$ cat src/rtl/vram_arbiter_pkg.sv
// Shared types and constants for the VRAM slot arbiter.
package vram_arbiter_pkg;

  // Slot owner encoding; IDLE means no RAM cycle in that slot.
  typedef enum logic [1:0] {
    OWN_IDLE = 2'd0,
    OWN_SCR  = 2'd1,
    OWN_CPU  = 2'd2,
    OWN_AUX  = 2'd3
  } owner_t;

  localparam int unsigned SLOT_LEN   = 4;
  localparam int unsigned PH_W       = 2;
  // Write strobe window inside a slot (phases inclusive).
  localparam int unsigned WE_START   = 1;
  localparam int unsigned WE_END     = 2;
  localparam int unsigned STARVE_W   = 3;
  localparam int unsigned STARVE_SAT = 7;

endpackage

$ cat src/rtl/vram_slot_sel.sv
// Next-slot owner pick: CPU starvation override, then screen, then
// CPU/AUX round robin, then any single requester.
// Ports:
//   scr_req, cpu_req, aux_req : eligible requests at the slot boundary
//   starve                    : consecutive slots the CPU has lost
//   rr                        : round-robin pointer (0 -> CPU, 1 -> AUX)
//   next_owner_c              : owner for the following slot
//   rr_adv_c                  : tie was resolved by rr; pointer must toggle
module vram_slot_sel
  import vram_arbiter_pkg::*;
#(
  parameter int unsigned STARVE_MAX = 3
) (
  input  logic                scr_req,
  input  logic                cpu_req,
  input  logic                aux_req,
  input  logic [STARVE_W-1:0] starve,
  input  logic                rr,
  output owner_t              next_owner_c,
  output logic                rr_adv_c
);

  logic starve_hit_c;

  // STARVE_MAX of zero disables the override entirely.
  assign starve_hit_c = (STARVE_MAX != 0) && (32'(starve) >= STARVE_MAX);

  always_comb begin
    next_owner_c = OWN_IDLE;
    rr_adv_c     = 1'b0;
    if (cpu_req && starve_hit_c) begin
      next_owner_c = OWN_CPU;
    end else if (scr_req) begin
      next_owner_c = OWN_SCR;
    end else if (cpu_req && aux_req) begin
      next_owner_c = rr ? OWN_AUX : OWN_CPU;
      rr_adv_c     = 1'b1;
    end else if (cpu_req) begin
      next_owner_c = OWN_CPU;
    end else if (aux_req) begin
      next_owner_c = OWN_AUX;
    end
  end

endmodule

$ cat src/rtl/vram_arbiter.sv
// Time-slotted arbiter sharing one 8-bit SRAM between the screen fetcher,
// the Z80 CPU and an auxiliary master. Each 4-cycle slot of clk28 belongs to
// at most one owner, chosen on the last phase of the previous slot.
// Ports:
//   clk28, rst_n                   : clock, async active-low reset
//   scr_req/scr_addr               : screen fetch request (read only)
//   cpu_req/wr/addr/wdata          : CPU request, held until cpu_ack
//   aux_req/wr/addr/wdata          : auxiliary master request
//   fetch_allow                    : current slot is screen-owned
//   rdata                          : read data captured at slot end
//   scr_valid, cpu_ack, aux_ack    : one-cycle completion pulses
//   cpu_wait                       : contention indication to the CPU
//   ra, rd_o, rd_oe, rd_i          : SRAM address and data bus
//   ram_oe_n, ram_we_n             : SRAM strobes, active low
module vram_arbiter
  import vram_arbiter_pkg::*;
#(
  parameter int unsigned ADDR_W     = 19,
  parameter int unsigned STARVE_MAX = 3
) (
  input  logic              clk28,
  input  logic              rst_n,
  input  logic              scr_req,
  input  logic [ADDR_W-1:0] scr_addr,
  input  logic              cpu_req,
  input  logic              cpu_wr,
  input  logic [ADDR_W-1:0] cpu_addr,
  input  logic [7:0]        cpu_wdata,
  input  logic              aux_req,
  input  logic              aux_wr,
  input  logic [ADDR_W-1:0] aux_addr,
  input  logic [7:0]        aux_wdata,
  output logic              fetch_allow,
  output logic [7:0]        rdata,
  output logic              scr_valid,
  output logic              cpu_ack,
  output logic              aux_ack,
  output logic              cpu_wait,
  output logic [ADDR_W-1:0] ra,
  output logic [7:0]        rd_o,
  output logic              rd_oe,
  input  logic [7:0]        rd_i,
  output logic              ram_oe_n,
  output logic              ram_we_n
);

  logic [PH_W-1:0]     ph, ph_d, ph_nxt;
  owner_t              owner, owner_d;
  logic                wr, wr_d;
  logic [STARVE_W-1:0] starve, starve_d;
  logic                rr, rr_d;
  logic [ADDR_W-1:0]   ra_d;
  logic [7:0]          rd_o_d, rdata_d;
  logic                rd_oe_d, ram_oe_n_d, ram_we_n_d;
  logic                scr_valid_d, cpu_ack_d, aux_ack_d;
  logic                fetch_allow_d, cpu_wait_d;

  logic                slot_end;
  logic                cpu_elig, aux_elig;
  owner_t              sel_owner_c;
  logic                rr_adv_c;

  assign slot_end = (ph == PH_W'(SLOT_LEN - 1));
  assign ph_nxt   = ph + PH_W'(1);

  // A requester finishing in this slot still holds req; it must not re-win now.
  assign cpu_elig = cpu_req && (owner != OWN_CPU);
  assign aux_elig = aux_req && (owner != OWN_AUX);

  vram_slot_sel #(
    .STARVE_MAX (STARVE_MAX)
  ) u_slot_sel (
    .scr_req      (scr_req),
    .cpu_req      (cpu_elig),
    .aux_req      (aux_elig),
    .starve       (starve),
    .rr           (rr),
    .next_owner_c (sel_owner_c),
    .rr_adv_c     (rr_adv_c)
  );

  // Next-state and registered-output logic.
  always_comb begin
    ph_d          = ph_nxt;
    owner_d       = owner;
    wr_d          = wr;
    starve_d      = starve;
    rr_d          = rr;
    ra_d          = ra;
    rd_o_d        = rd_o;
    rdata_d       = rdata;
    rd_oe_d       = rd_oe;
    ram_oe_n_d    = ram_oe_n;
    scr_valid_d   = 1'b0;
    cpu_ack_d     = 1'b0;
    aux_ack_d     = 1'b0;
    fetch_allow_d = fetch_allow;
    // Write strobe only inside the window, leaving setup/hold at slot edges.
    ram_we_n_d    = !(wr && (ph_nxt >= PH_W'(WE_START)) && (ph_nxt <= PH_W'(WE_END)));
    cpu_wait_d    = cpu_req && !((owner == OWN_CPU) && slot_end);

    if (slot_end) begin
      // Close the ending slot.
      if ((owner != OWN_IDLE) && !wr) begin
        rdata_d = rd_i;
      end
      case (owner)
        OWN_SCR: scr_valid_d = 1'b1;
        OWN_CPU: cpu_ack_d   = 1'b1;
        OWN_AUX: aux_ack_d   = 1'b1;
        default: ;
      endcase

      // Open the next slot.
      owner_d       = sel_owner_c;
      fetch_allow_d = (sel_owner_c == OWN_SCR);
      wr_d          = 1'b0;
      rd_oe_d       = 1'b0;
      ram_oe_n_d    = 1'b1;
      if (rr_adv_c) begin
        rr_d = !rr;
      end
      if (cpu_elig && (sel_owner_c != OWN_CPU)) begin
        if (starve != STARVE_W'(STARVE_SAT)) begin
          starve_d = starve + STARVE_W'(1);
        end
      end else begin
        starve_d = '0;
      end

      case (sel_owner_c)
        OWN_SCR: begin
          ra_d       = scr_addr;
          ram_oe_n_d = 1'b0;
        end
        OWN_CPU: begin
          ra_d       = cpu_addr;
          wr_d       = cpu_wr;
          rd_o_d     = cpu_wdata;
          rd_oe_d    = cpu_wr;
          ram_oe_n_d = cpu_wr;
        end
        OWN_AUX: begin
          ra_d       = aux_addr;
          wr_d       = aux_wr;
          rd_o_d     = aux_wdata;
          rd_oe_d    = aux_wr;
          ram_oe_n_d = aux_wr;
        end
        default: ;
      endcase
    end
  end

  // State register.
  always_ff @(posedge clk28 or negedge rst_n) begin
    if (!rst_n) begin
      ph          <= '0;
      owner       <= OWN_IDLE;
      wr          <= 1'b0;
      starve      <= '0;
      rr          <= 1'b0;
      ra          <= '0;
      rd_o        <= '0;
      rdata       <= '0;
      rd_oe       <= 1'b0;
      ram_oe_n    <= 1'b1;
      ram_we_n    <= 1'b1;
      scr_valid   <= 1'b0;
      cpu_ack     <= 1'b0;
      aux_ack     <= 1'b0;
      fetch_allow <= 1'b0;
      cpu_wait    <= 1'b0;
    end else begin
      ph          <= ph_d;
      owner       <= owner_d;
      wr          <= wr_d;
      starve      <= starve_d;
      rr          <= rr_d;
      ra          <= ra_d;
      rd_o        <= rd_o_d;
      rdata       <= rdata_d;
      rd_oe       <= rd_oe_d;
      ram_oe_n    <= ram_oe_n_d;
      ram_we_n    <= ram_we_n_d;
      scr_valid   <= scr_valid_d;
      cpu_ack     <= cpu_ack_d;
      aux_ack     <= aux_ack_d;
      fetch_allow <= fetch_allow_d;
      cpu_wait    <= cpu_wait_d;
    end
  end

endmodule

$ cat config.mk
export PLATFORM = sky130hd
export DESIGN_NAME = vram_arbiter
export DESIGN_NICKNAME = d
export VERILOG_FILES = /design/src/rtl/vram_arbiter_pkg.sv /design/src/rtl/vram_slot_sel.sv /design/src/rtl/vram_arbiter.sv
export SDC_FILE = /design/constraint.sdc
export NUM_CORES = 1
export LEC_CHECK = 0
export ABC_AREA = 0
export CORE_MARGIN = 10
export CORE_UTILIZATION = 40
export DETAILED_ROUTE_END_ITERATION = 6
export GPL_ROUTABILITY_DRIVEN = 0
export PLACE_DENSITY = 0.82
export SETUP_SLACK_MARGIN = 0.02
export SLEW_MARGIN = 30
export SYNTH_ARGS = -nofsm -noshare
export SYNTH_HDL_FRONTEND = slang
export SYNTH_SLANG_ARGS = --single-unit
export TNS_END_PERCENT = 100
$ cat constraint.sdc
create_clock -name clk28 -period 2.9 [get_ports clk28]
set_input_delay 0.725 -clock clk28 [delete_from_list [all_inputs] [get_ports clk28]]
set_output_delay 0.725 -clock clk28 [all_outputs]
set_load 0.005 [all_outputs]
Word level (Yosys, flattened, before mapping):

Cells that the tools add are included.

* flip-flop bits (word level): 51
* input bits: 88
* word-level logic and storage cells: 75

* add/sub/neg operators: 2
* order comparisons: 3
* equality and inequality tests: 12
* mux-type cells: 21
* reduce and logical (&&, ||, !) cells: 22

Operators with widths (number)
* 19-bit case mux with 3 select lines: 1
* 8-bit case mux with 2 select lines: 1
* 2-bit == test (second input constant): 5
* 1-bit logical AND: 10
* 1-bit two-way mux: 10
* 2-bit two-way mux: 5
* 2-bit AND reduction: 5
* 3-bit two-way mux: 2
* 2-bit inequality test (second input constant): 3
* 2-bit by 1-bit == test with 1-bit output (second input constant): 2
* 1-bit logical NOT: 4
* 2-bit nonzero test: 2
* 3-bit by 1-bit adder with 3-bit output (second input constant): 1
* 3-bit by 2-bit greater-or-equal comparator with 1-bit output (second input constant): 1
* 3-bit inequality test (second input constant): 1
* 1-bit case mux with 3 select lines: 1
* 3-bit nonzero test: 1
* 2-bit by 1-bit adder with 2-bit output (second input constant): 1
* 2-bit by 1-bit greater-or-equal comparator with 1-bit output (second input constant): 1
* 2-bit less-or-equal comparator (second input constant): 1
* 2-bit by 1-bit inequality test with 1-bit output (second input constant): 1
* 1-bit case mux with 2 select lines: 1

Longest topological paths before layout:

* depth after elaboration: 11
* mapped depth: 9
* mapped depth without buffers: 7

By module:

Synthesis repeated with hierarchy kept, for this count alone.

* cell total of the unflattened synthesis: 239
* area total of the unflattened synthesis: 2648.8 um^2

Modules (own cells, without submodules)
* vram_arbiter: instances 1, cells an instance 232, area each 2597.5 um^2, seq. area each 1278.7 um^2
* vram_slot_sel: instances 1, cells an instance 7, area each 51.3 um^2, seq. area each 0.0 um^2

Least setup slack after synthesis:

No wires, ideal clock.

* path kind: register to register
* start: register starve[0]
* end: register ra[10]
* library setup time: 0.086 ns
* data arrival time: 1.922 ns
* required time: 2.814 ns
* path slack: 0.892 ns
* cell stages (with the launch flop): 10
* buffers on the path: 2
* cell sequence: dfrtp_1 -> ha_1 -> ha_1 -> a211oi_4 -> and2_1 -> o21ba_1 -> buf_6 -> buf_12 -> a22oi_2 -> o221ai_2

* longest elaborated chain between the ends: 6
* elaborated cells between the ends (all ways): 9
* classes of those cells: order compare (1); eq/ne (3); mux (2); reduce/logical (3)

Ends and longest elaborated chain
* start, declared: line vram_arbiter.sv:50 `logic [STARVE_W-1:0] starve, starve_d;`
* start signal, assigned: line vram_arbiter.sv:178 `starve <= starve_d;`
* 3-bit by 2-bit greater-or-equal comparator with 1-bit output *: line vram_slot_sel.sv:26 `assign starve_hit_c = (STARVE_MAX != 0) && (32'(starve) >= STARVE_MAX);`
* 1-bit logical AND *: line vram_slot_sel.sv:31 `if (cpu_req && starve_hit_c) begin`
* 2-bit two-way mux *: line vram_slot_sel.sv:31
* 2-bit by 1-bit == test with 1-bit output or 2-bit == test (tied branches): line vram_arbiter.sv:131 `case (sel_owner_c)`
* 3-bit nonzero test (no line)
* 2-bit AND reduction (no line)
* end signal, assigned: line vram_arbiter.sv:180 `ra <= ra_d;`
* end, declared: line vram_arbiter.sv:39 `output logic [ADDR_W-1:0] ra,`

Mark *: on every way between the ends. The rest lies on a longest branch, timed or not.
A chain may end at the register's enable or synchronous reset.

Worst setup path after layout:

* start: input port aux_req
* end: register ra[6]

* longest elaborated chain between the ends: 9
* elaborated cells between the ends (all ways): 13
* classes of those cells: eq/ne (3); mux (6); reduce/logical (4)

Ends and longest elaborated chain
* start, declared: line vram_arbiter.sv:29 `input logic aux_req,`
* 1-bit logical AND *: line vram_arbiter.sv:68 `assign aux_elig = aux_req && (owner != OWN_AUX);`
* 2-bit two-way mux: line vram_slot_sel.sv:40 `end else if (aux_req) begin`
* 2-bit two-way mux: line vram_slot_sel.sv:38 `end else if (cpu_req) begin`
* 2-bit two-way mux *: line vram_slot_sel.sv:35 `end else if (cpu_req && aux_req) begin`
* 2-bit two-way mux *: line vram_slot_sel.sv:33 `end else if (scr_req) begin`
* 2-bit two-way mux *: line vram_slot_sel.sv:31
* 2-bit by 1-bit == test with 1-bit output or 2-bit == test (tied branches): line vram_arbiter.sv:131
* 3-bit nonzero test (no line)
* 2-bit AND reduction (no line)

Marks and branches as above.

==> metrics.log <==
INFO  metric post_drt_via_cell_ratio = 5.10
INFO  metric cts-buffers-inserted = 5
INFO  metric insertedDiodeCount = 0
INFO  metric globalRoute.busiestLayer = met2
INFO  metric comb_power_share = 31.1%
INFO  metric yosysWarnings = 0
INFO  metric finalHoldViolCount = 0
INFO  metric gr-usage-met2 = 24.8%
INFO  metric die_w = 101 um
INFO  metric synth-main-ff-cell = sky130_fd_sc_hd__dfrtp_1
INFO  metric synth_edf_count = 0
INFO  metric synth_top_cells_by_area = sky130_fd_sc_hd__dfrtp_1 (47%), sky130_fd_sc_hd__o221ai_2 (5.7%), sky130_fd_sc_hd__a22oi_2 (4.8%)
INFO  metric cts.sink_count = 51
INFO  metric r2r-start = starve[0]
INFO  metric cts.clk_slew.worst_paths = 0.10 ns
INFO  metric post_synth_num_cell_types = 44
INFO  metric cts_post_setup_buffers_inserted = 0
INFO  metric drc_errors = 0
INFO  metric slew_headroom = 54.0%
INFO  metric synth_top_cell_area_share = 46.7%
INFO  metric worst-r2r-cell-count = 8
INFO  metric grt_first_pass_wirelength = 11900 um
INFO  metric power.leakage = 0.00178 uW
INFO  metric final_layout_size_suffix_gt1_share = 16.1%
INFO  metric synth.cell_area = 2630 um^2
INFO  metric final.setup_skew = 0.00584 ns
INFO  metric detail_route.wirelength = 7620 um
INFO  metric count_of_standard_cell_rows = 29
INFO  metric antenna_found_initial = 0
INFO  metric hpwlAfterDp = 6190 um
INFO  metric syn_avg_cell_area = 11.3 um^2
INFO  metric shortest_period_the_worst_path_allows = 2.42 ns
INFO  metric worst_setup_path_end_kind = flip-flop
INFO  metric worstSetupPathType = in -> reg
INFO  metric final.period_utilization = 83.5%
INFO  metric dieArea = 10200 um^2
INFO  metric ys_seq_area_share = 48.7%
INFO  metric run_status = finished clean
INFO  metric starting_density_of_the_core = 41.3%
INFO  metric cp_data_arrival_time = 2.64 ns
INFO  metric fp.dieH = 101 um
INFO  metric area_growth_syn_to_layout = 56.7%
INFO  metric rsz0062_at_grt = false
INFO  metric grt.met1_usage = 16.3%
INFO  metric core_area = 6350 um^2
INFO  metric global_route_met3_utilization = 5.56%
INFO  metric fmaxAchievable = 413 MHz
INFO  metric clk_path_buf_depth = 2
INFO  metric crit_path_start_kind = input pin
INFO  metric cts-resized-gates = 0
INFO  metric detailedRoute.firstIterationViolations = 79
INFO  metric yosys.area.top_type = sky130_fd_sc_hd__dfrtp_1
INFO  metric clkPwrFrac = 22.8%
INFO  metric maxCapViolCount = 0
INFO  metric largest_fanout_on_the_critical_path = 19
INFO  metric synth_fp_nets = 326
INFO  metric layout_commonest_cell = sky130_fd_sc_hd__clkdlybuf4s50_1
INFO  metric tightest_slew = 0.688 ns
INFO  metric design.portCount = 131
INFO  metric switching_share = 28.5%
INFO  metric vias_post_dr = 2260
INFO  metric postSynthCellCount = 232
INFO  metric routedWlPerCell = 17.2 um
INFO  metric maximum_resistive_drop_on_vdd = 0.000293 V
INFO  metric timing.hold.ws = 0.411 ns
INFO  metric p_switching = 549 uW
INFO  metric cp_data_required_time = 3.12 ns
INFO  metric total_global_routing_track_utilization = 14.4%
INFO  metric htree_levels = 2
INFO  metric holdBufCountCts = 0
INFO  metric power_per_cell_area = 468 nW/um^2
INFO  metric tritoncts_clock_tree = done
INFO  metric postSynth.asyncResetShare = 100%
INFO  metric root_buf_cell = sky130_fd_sc_hd__clkbuf_8
INFO  metric fin_setup_tns = 0 ns
INFO  metric worst-r2r-setup-slack = 0.58 ns
INFO  metric detail_route.first_pass.iterations = 4
INFO  metric critical_path.startpoint = aux_req
INFO  metric grt-ovfl-total = 0
INFO  metric insertion_delay = 0.31 ns
INFO  metric grt_pass1_vias = 2339
INFO  metric setup_viol = 0
INFO  metric end_of_the_worst_register_to_register_path = ra[6]
INFO  metric drv_slew = 0
INFO  metric leading_cell_types_in_the_layout_fill_and_taps_excluded = sky130_fd_sc_hd__clkdlybuf4s50_1 (129), sky130_fd_sc_hd__dfrtp_1 (49), sky130_fd_sc_hd__nand2_1 (31)
INFO  metric num-nets-final = 459
INFO  metric p_int = 1370 uW
INFO  metric postRouteAntennaNets = 0
INFO  metric grt_max_degree = 39
INFO  metric worstHoldPathType = in -> async
INFO  metric port-buffer-count = 130
INFO  metric power_frac_seq = 46.1%
INFO  metric yosys_register_bits = 51
critical path, stage by stage:
cell	delay (ns)
sky130_fd_sc_hd__clkdlybuf4s50_1	0.45
sky130_fd_sc_hd__a21boi_2	0.22
sky130_fd_sc_hd__a21o_1	0.24
sky130_fd_sc_hd__a21oi_4	0.57
sky130_fd_sc_hd__a22oi_1	0.21
sky130_fd_sc_hd__o221ai_1	0.21
flip-flops by register name, indices dropped and copies added (netlist names), 2 cells and up:
signal and count:
ra 19, rd_o 8, owner 2, rdata 8
ph 2, starve 3
synth_stat cells, types with 2 or more instances:
cell type / instances
sky130_fd_sc_hd__nor2b_1: 2
sky130_fd_sc_hd__dfrtp_1: 49
sky130_fd_sc_hd__o21ai_0: 6
sky130_fd_sc_hd__nand2_1: 31
sky130_fd_sc_hd__buf_4: 3
sky130_fd_sc_hd__buf_2: 4
sky130_fd_sc_hd__mux2i_1: 9
sky130_fd_sc_hd__ha_1: 6
sky130_fd_sc_hd__buf_6: 2
sky130_fd_sc_hd__a22oi_2: 10
sky130_fd_sc_hd__or3_1: 2
sky130_fd_sc_hd__and3_1: 2
sky130_fd_sc_hd__o221ai_1: 9
sky130_fd_sc_hd__inv_1: 28
sky130_fd_sc_hd__mux2_2: 9
sky130_fd_sc_hd__clkbuf_1: 2
sky130_fd_sc_hd__o221ai_2: 10
sky130_fd_sc_hd__and2_1: 2
sky130_fd_sc_hd__dfstp_2: 2
sky130_fd_sc_hd__a22oi_1: 9
sky130_fd_sc_hd__o21ai_1: 11
sky130_fd_sc_hd__a21oi_1: 2
metal layers:
layer / routed length [um] / up-vias / part of all wire [%]
met1: 2950 / 1066 / 39
met4: 87 / 0 / 1.1
li1: - / 1095 / -
met5: 0 / - / 0
met3: 674 / 11 / 8.8
met2: 3910 / 88 / 51
power by group through the flow:
| stage | registers (uW) | clock network (uW) | logic (uW) |
|---|---|---|---|
| 6_report | 887 | 438 | 598 |
| 5_1_grt | 903 | 480 | 650 |
| 4_1_cts | 888 | 460 | 610 |
| 3_5_place_dp | 900 | 0 | 608 |
| 3_3_place_gp | 894 | 0 | 594 |
| 2_1_floorplan | 900 | 0 | 229 |
kinds of logic after synthesis:
| kind of cell | after synthesis | share of synthesized area [%] |
|---|---|---|
| AO/OA/AOI/OAI | 69 | 24.8 |
| flip-flops | 51 | 48.7 |
| AND/OR/NAND/NOR | 47 | 8.48 |
| buffers and inverters | 40 | 7.53 |
| multiplexers | 18 | 7.29 |
| adder cells (fa/ha/maj) | 6 | 2.86 |
| XOR/XNOR | 1 | 0.334 |
worst max-delay path by stage:
stage,cells past startpoint,endpoint
2_1_floorplan,9,ra[10]
3_5_place_dp,5,ra[3]
3_3_place_gp,5,ra[18]
5_1_grt,6,ra[6]
6_report,6,ra[6]
4_1_cts,5,ra[18]
cell type report:
cell class                 count  area (um^2)
fill                         494         2240
timing repair buffer         138         1380
sequential                    51         1280
multi-input combinational    141         1160
inverter                      28          105
tap                           77         96.3
clock buffer                   5         68.8
clock inverter                 3         27.5
stage by stage:
step / cells / util [%] / power, uW / cell area (um^2) / worst slack [ns]
final: 443 / 64.8 / 1920 / 4110 / 0.480
after global routing: 443 / 64.8 / 2030 / 4110 / 0.360
after CTS: 442 / 64.3 / 1960 / 4090 / 0.358
after detailed placement: 434 / 62.8 / 1510 / 3990 / 0.0149
after global placement: 434 / 62.8 / 1490 / 3990 / 0.125
after floorplan: 232 / - / 1130 / 2630 / 0.892
Power figures use the tool's default switching activity.
